**src/rtl/seri2para_rows.sv**
```systemverilog
// -----------------------------------------------------------------------------
// seri2para_rows
//   Collects a serial pixel stream into full rows and hands each completed row
//   to a consumer through a single-entry valid/ready holding register. A frame
//   of ROWS rows is captured per iSTART. If a row completes while the previous
//   row is still waiting for the consumer, the new row is dropped and a sticky
//   overflow flag is raised.
//
// Ports
//   iCLK        : clock, rising edge
//   iRST_n      : synchronous reset, active HIGH despite the name
//   iSTART      : start frame capture (only honoured in IDLE)
//   iABORT      : abandon capture (only honoured in RUN / DRAIN)
//   iVALID      : qualifies iPIXEL
//   iPIXEL      : serial pixel, PIX_W bits
//   oROW        : completed row, COLS*PIX_W bits
//   oROW_IDX    : row number of oROW
//   oROW_VALID  : oROW / oROW_IDX hold an unconsumed row
//   iROW_READY  : consumer accepts the row when oROW_VALID is high
//   oBusy       : high in RUN or DRAIN
//   oFinished   : one-cycle pulse when a frame completes normally
//   oOverflow   : sticky, a completed row was dropped in this frame
// -----------------------------------------------------------------------------
module seri2para_rows #(
  parameter int COLS      = 640,
  parameter int ROWS      = 480,
  parameter int PIX_W     = 1,
  parameter int MSB_FIRST = 1,
  localparam int ROW_W    = COLS * PIX_W,
  localparam int IDX_W    = (ROWS > 1) ? $clog2(ROWS) : 1
) (
  input  logic             iCLK,
  input  logic             iRST_n,
  input  logic             iSTART,
  input  logic             iABORT,
  input  logic             iVALID,
  input  logic [PIX_W-1:0] iPIXEL,
  output logic [ROW_W-1:0] oROW,
  output logic [IDX_W-1:0] oROW_IDX,
  output logic             oROW_VALID,
  input  logic             iROW_READY,
  output logic             oBusy,
  output logic             oFinished,
  output logic             oOverflow
);

  localparam int COL_W = $clog2(COLS);
  localparam logic [COL_W-1:0] COL_LAST = COL_W'(COLS - 1);
  localparam logic [IDX_W-1:0] ROW_LAST = IDX_W'(ROWS - 1);

  typedef enum logic [1:0] {S_IDLE, S_RUN, S_DRAIN} state_t;

  state_t           state, state_next;
  logic [COL_W-1:0] col_cnt;
  logic [IDX_W-1:0] row_cnt;
  logic [ROW_W-1:0] shreg;
  logic [ROW_W-1:0] shift_next;

  // Qualified events for this cycle.
  logic start_go, abort_go, accept, row_done, last_row, xfer, drain_done;

  assign start_go   = (state == S_IDLE) && iSTART;
  assign abort_go   = (state != S_IDLE) && iABORT;
  assign accept     = (state == S_RUN) && iVALID && !iABORT;
  assign row_done   = accept && (col_cnt == COL_LAST);
  assign last_row   = row_cnt == ROW_LAST;
  assign xfer       = oROW_VALID && iROW_READY;
  // Frame is done once nothing is held, or the held row leaves this cycle.
  assign drain_done = (state == S_DRAIN) && !iABORT && (!oROW_VALID || iROW_READY);

  // Shift direction decides whether the first pixel ends up in the MSBs or LSBs.
  generate
    if (MSB_FIRST != 0) begin : g_msb_first
      assign shift_next = {shreg[ROW_W-PIX_W-1:0], iPIXEL};
    end else begin : g_lsb_first
      assign shift_next = {iPIXEL, shreg[ROW_W-1:PIX_W]};
    end
  endgenerate

  // ---------------------------------------------------------------------------
  // FSM: state register
  // ---------------------------------------------------------------------------
  // NOTE: sequential state is always assigned with <= so every flop samples
  // the pre-edge values, independent of block ordering.
  always_ff @(posedge iCLK) begin
    if (iRST_n) state <= S_IDLE;
    else        state <= state_next;
  end

  // ---------------------------------------------------------------------------
  // FSM: next-state logic
  // ---------------------------------------------------------------------------
  // NOTE: state_next gets a default before the case so no latch is inferred.
  always_comb begin
    state_next = state;
    unique case (state)
      S_IDLE:  if (iSTART) state_next = S_RUN;
      S_RUN: begin
        if (iABORT)                    state_next = S_IDLE;
        else if (row_done && last_row) state_next = S_DRAIN;
      end
      S_DRAIN: begin
        if (iABORT || drain_done) state_next = S_IDLE;
      end
      default: state_next = S_IDLE;
    endcase
  end

  // ---------------------------------------------------------------------------
  // FSM: outputs
  // ---------------------------------------------------------------------------
  always_comb begin
    oBusy = (state != S_IDLE);
  end

  // Finished pulse coincides with the first cycle back in IDLE.
  always_ff @(posedge iCLK) begin
    if (iRST_n) oFinished <= 1'b0;
    else        oFinished <= drain_done;
  end

  // ---------------------------------------------------------------------------
  // Datapath: counters, shift register, row holding register, overflow
  // ---------------------------------------------------------------------------
  always_ff @(posedge iCLK) begin
    if (iRST_n) begin
      col_cnt    <= '0;
      row_cnt    <= '0;
      // NOTE: the shift register is a plain register, not a memory, so it is
      // cleared here; a reset must not leak a stale partial row.
      shreg      <= '0;
      oROW       <= '0;
      oROW_IDX   <= '0;
      oROW_VALID <= 1'b0;
      oOverflow  <= 1'b0;
    end else if (start_go) begin
      col_cnt   <= '0;
      row_cnt   <= '0;
      oOverflow <= 1'b0;
    end else if (abort_go) begin
      col_cnt    <= '0;
      row_cnt    <= '0;
      oROW_VALID <= 1'b0;
    end else begin
      if (accept) begin
        // Shift register keeps running across rows; a row is always exactly
        // the last COLS accepted pixels.
        shreg   <= shift_next;
        col_cnt <= (col_cnt == COL_LAST) ? '0 : col_cnt + 1'b1;
        if (row_done) row_cnt <= last_row ? '0 : row_cnt + 1'b1;
      end

      if (row_done) begin
        if (!oROW_VALID || iROW_READY) begin
          oROW       <= shift_next;
          oROW_IDX   <= row_cnt;
          oROW_VALID <= 1'b1;
        end else begin
          // Held row still pending: drop the new one, keep the old.
          oOverflow <= 1'b1;
        end
      end else if (xfer) begin
        oROW_VALID <= 1'b0;
      end
    end
  end

endmodule

```
**config.mk**
```make
export PLATFORM = sky130hd
export DESIGN_NAME = seri2para_rows
export DESIGN_NICKNAME = d
export VERILOG_FILES = /design/src/rtl/seri2para_rows.sv
export SDC_FILE = /design/constraint.sdc
export NUM_CORES = 2
export LEC_CHECK = 0
export ABC_AREA = 1
export BUFFER_PORTS_ARGS = -buffer_cell sky130_fd_sc_hd__buf_2
export CAP_MARGIN = 20
export CORE_MARGIN = 2
export CORE_UTILIZATION = 35
export DETAILED_ROUTE_END_ITERATION = 10
export GPL_TIMING_DRIVEN = 0
export PLACE_DENSITY = 0.53
export REMOVE_ABC_BUFFERS = 1
export SLEW_MARGIN = 10
export SYNTH_ARGS = -nofsm -noshare
export SYNTH_HDL_FRONTEND = slang
export SYNTH_SLANG_ARGS = --single-unit
```
**constraint.sdc**
```tcl
create_clock -name iCLK -period 2.3 [get_ports iCLK]
set_input_delay 0.115 -clock iCLK [delete_from_list [all_inputs] [get_ports iCLK]]
set_output_delay 0.115 -clock iCLK [all_outputs]
set_load 0.1 [all_outputs]
```
==> reports/metrics.yaml <==
status: "completed"
synthMostInstantiatedCell: "dfxtp_1"
die_h_um: 366.9
syn_area_per_cell_um2: 8.071
report.power.total_mw: 48.09
max_freq_ghz: 0.4489
cts-htree-levels: 4
synth-main-ff-cell: "dfxtp_1"
port_buffers: 659
synth_area_leaders: "dfxtp_1 (57%), o21ai_0 (13%), nor2_1 (9.7%)"
clockRootBuffer: "clkbuf_16"
period_minus_slack_ns: 2.228
grt_usage: 0.1942
start_util: 0.3515
hold_path.class: "in -> reg"
tritoncts: "built"
clk_latency_ns: 0.77
crit_fanout: 32
async_flop_share: 0
drive_above_1_share: 0.1699
drt-pass1-iter-count: 5
setup_viol_count_final: 0
p_per_area_nw_per_um2: 839.9
clockBufferDepth: 3
fillCellCount: 13210
cap_viol_max_count: 0
overflow: 0
synth_edf_count: 0
ys_seq_elements: 1312
finalClockSkew_ns: 0.03581
coreArea_um2: 131100
synth.distinct_cells: 27
cts_made_buffers: 143
wire_per_inst_um: 16.95
finalHoldViolations: 0
area_growth_pct: 24.24
vias_per_cell: 4.724
cpPeakStageDelay_ns: 0.38
min_period_over_period: 0.9687
ys_seq_area_frac: 0.5698
drc: 0
synthTopCellsByCount: "dfxtp_1 (1312), nor2_1 (1196), o21ai_0 (1162), a21oi_1 (688), inv_1 (672)"
gp_congestion: 0.7652
drv_slew: 0
fin_setup_tns_ns: 0
synth_top_cell_area_share: 0.5698
syn_area_um2: 46090
drt-total-wl_um: 137000
num_vias: 38190
timing.critical_path.slowest_stage_cell: "dfxtp_2"
dieArea_um2: 134600
syn_inst: 5711
synth-warning-count: 0
grt_max_degree: 186
num-nets-final: 6231
cts.reportedPaths.clkPinSlew_ns: 0.06
worstPathCellList: "ha_4, nand3_1, nor2_4, buf_12, nand4_4, buf_12, buf_16, buf_16, bufbuf_16, o21ai_1, a21oi_1"
crit_path_end_kind: "register"
synth_top_cell_by_area: "dfxtp_1"
start_kind: "register"
irDropWorstVdd_mv: 0.6172
ant_nets: 0
grt_pass1_wl_um: 209300
crit_arrival_ns: 2.88
dr.first_iter.drc_count: 2566
max-slew-margin-rel: 0.5162
tightest_slew_ns: 0.7257
required_ns: 2.95
path_class: "reg -> reg"
die_x_um: 366.9
n_antenna_cell: 0
core.rowCount: 133
p_leak_nw: 25.50
antenna_found_initial: 1
grt_pass1_vias: 35430
cts.sinks: 1312
ioPinCount: 660
dp_hpwl_um: 78700
-- sequential cells by signal, summed over array words and instances, names as in the netlist --
register / flops
oROW: 640
shreg: 639
col_cnt: 10
oROW_IDX: 9
row_cnt: 9
state: 2
oFinished: 1
oOverflow: 1
oROW_VALID: 1
-- through the flow --
step	setup WS (ns)	area (um^2)	cells	hold WS [ns]	utilization
after floorplan	-35.30	43930	5282	0.1841	-
after global placement	-81.51	49420	7696	0.3523	0.3769
after detailed placement	-1.531	50880	7756	0.3604	0.3880
after CTS	-0.02020	57100	8076	0.0001792	0.4355
after global routing	-0.004766	57260	8083	0.05654	0.4367
final	0.07210	57260	8083	0.05545	0.4367
-- critical path: cells and delay by family, from the launching register on --
kind | cells | cell delay, ns
adder cells (fa/ha/maj) | 1 | 0.16
buffers and inverters | 5 | 0.94
AND/OR/NAND/NOR | 3 | 0.37
AO/OA/AOI/OAI | 2 | 0.20
flip-flops | 1 | 0.38
-- timing repair --
action,CTS,global route
gates resized for setup,62,39
hold endpoints to repair,125,10
gates cloned,36,6
hold buffers,10,1
pin swaps,7,3
buffers inserted,28,4
setup endpoints to repair,1192,369
-- cell usage in the layout (no fill, tap or decap), drive strengths merged, types with 8 or more instances in the layout --
master / Yosys / layout
a21oi: 719 / 719
nand2: 47 / 47
dfxtp: 1312 / 1312
nor2: 1200 / 1202
clkbuf: 323 / 227
nor3: 8 / 8
dlygate4sd3: 0 / 9
nand4: 8 / 9
bufbuf: 0 / 26
buf: 106 / 748
inv: 674 / 678
o21ai: 1292 / 1292
clkinv: 0 / 18
nand3: 12 / 13
-- worst paths after layout --
path	from	endpoint	slack, ns	cells after the start
worst max register to register	col_cnt[0]	oROW[255]	0.07	11
worst min-delay path	iRST_n	shreg[198]	0.06	5
worst max-delay path	col_cnt[0]	oROW[255]	0.07	11
worst min register to register	oROW[95]	oROW[95]	0.44	2
-- routing by layer --
metal  share of wire  global-route usage  vias to the layer above
li1                -                   -                    19430
met1            0.45              0.2525                    17790
met2            0.44              0.3007                      762
met3           0.070             0.06257                      207
met4           0.032             0.07062                        0
met5               0                   0                        -
-- power breakdown --
part | switching [mW] | internal [mW]
clock network | 9.48 | 13.6
registers | 0.292 | 23.1
logic | 1.01 | 0.519
total | 10.8 | 37.3
-- logic make-up after synthesis --
| kind of cell | synth area share |
|---|---|
| AOI/OAI and AO/OA | 0.2212 |
| and+or+nand+nor | 0.1062 |
| buffers and inverters | 0.1018 |
| xor gates and xnor gates | 0.0003801 |
| adders and majority gates | 0.0005428 |
| DFF | 0.5698 |
-- final cells by class --
cell class / instances / area, um^2 / area share
Sequential cell: 1312 / 26270 / 0.4587
Multi-Input combinational cell: 3300 / 15330 / 0.2677
Timing Repair Buffer: 790 / 6130 / 0.1070
Inverter: 674 / 2556 / 0.04464
Timing Repair inverter: 1 / 8.758 / 0.0001529
Clock inverter: 31 / 410.4 / 0.007167
Tap cell: 1755 / 2196 / 0.03835
Clock buffer: 220 / 4363 / 0.07619
Power figures use the tool's default switching activity.
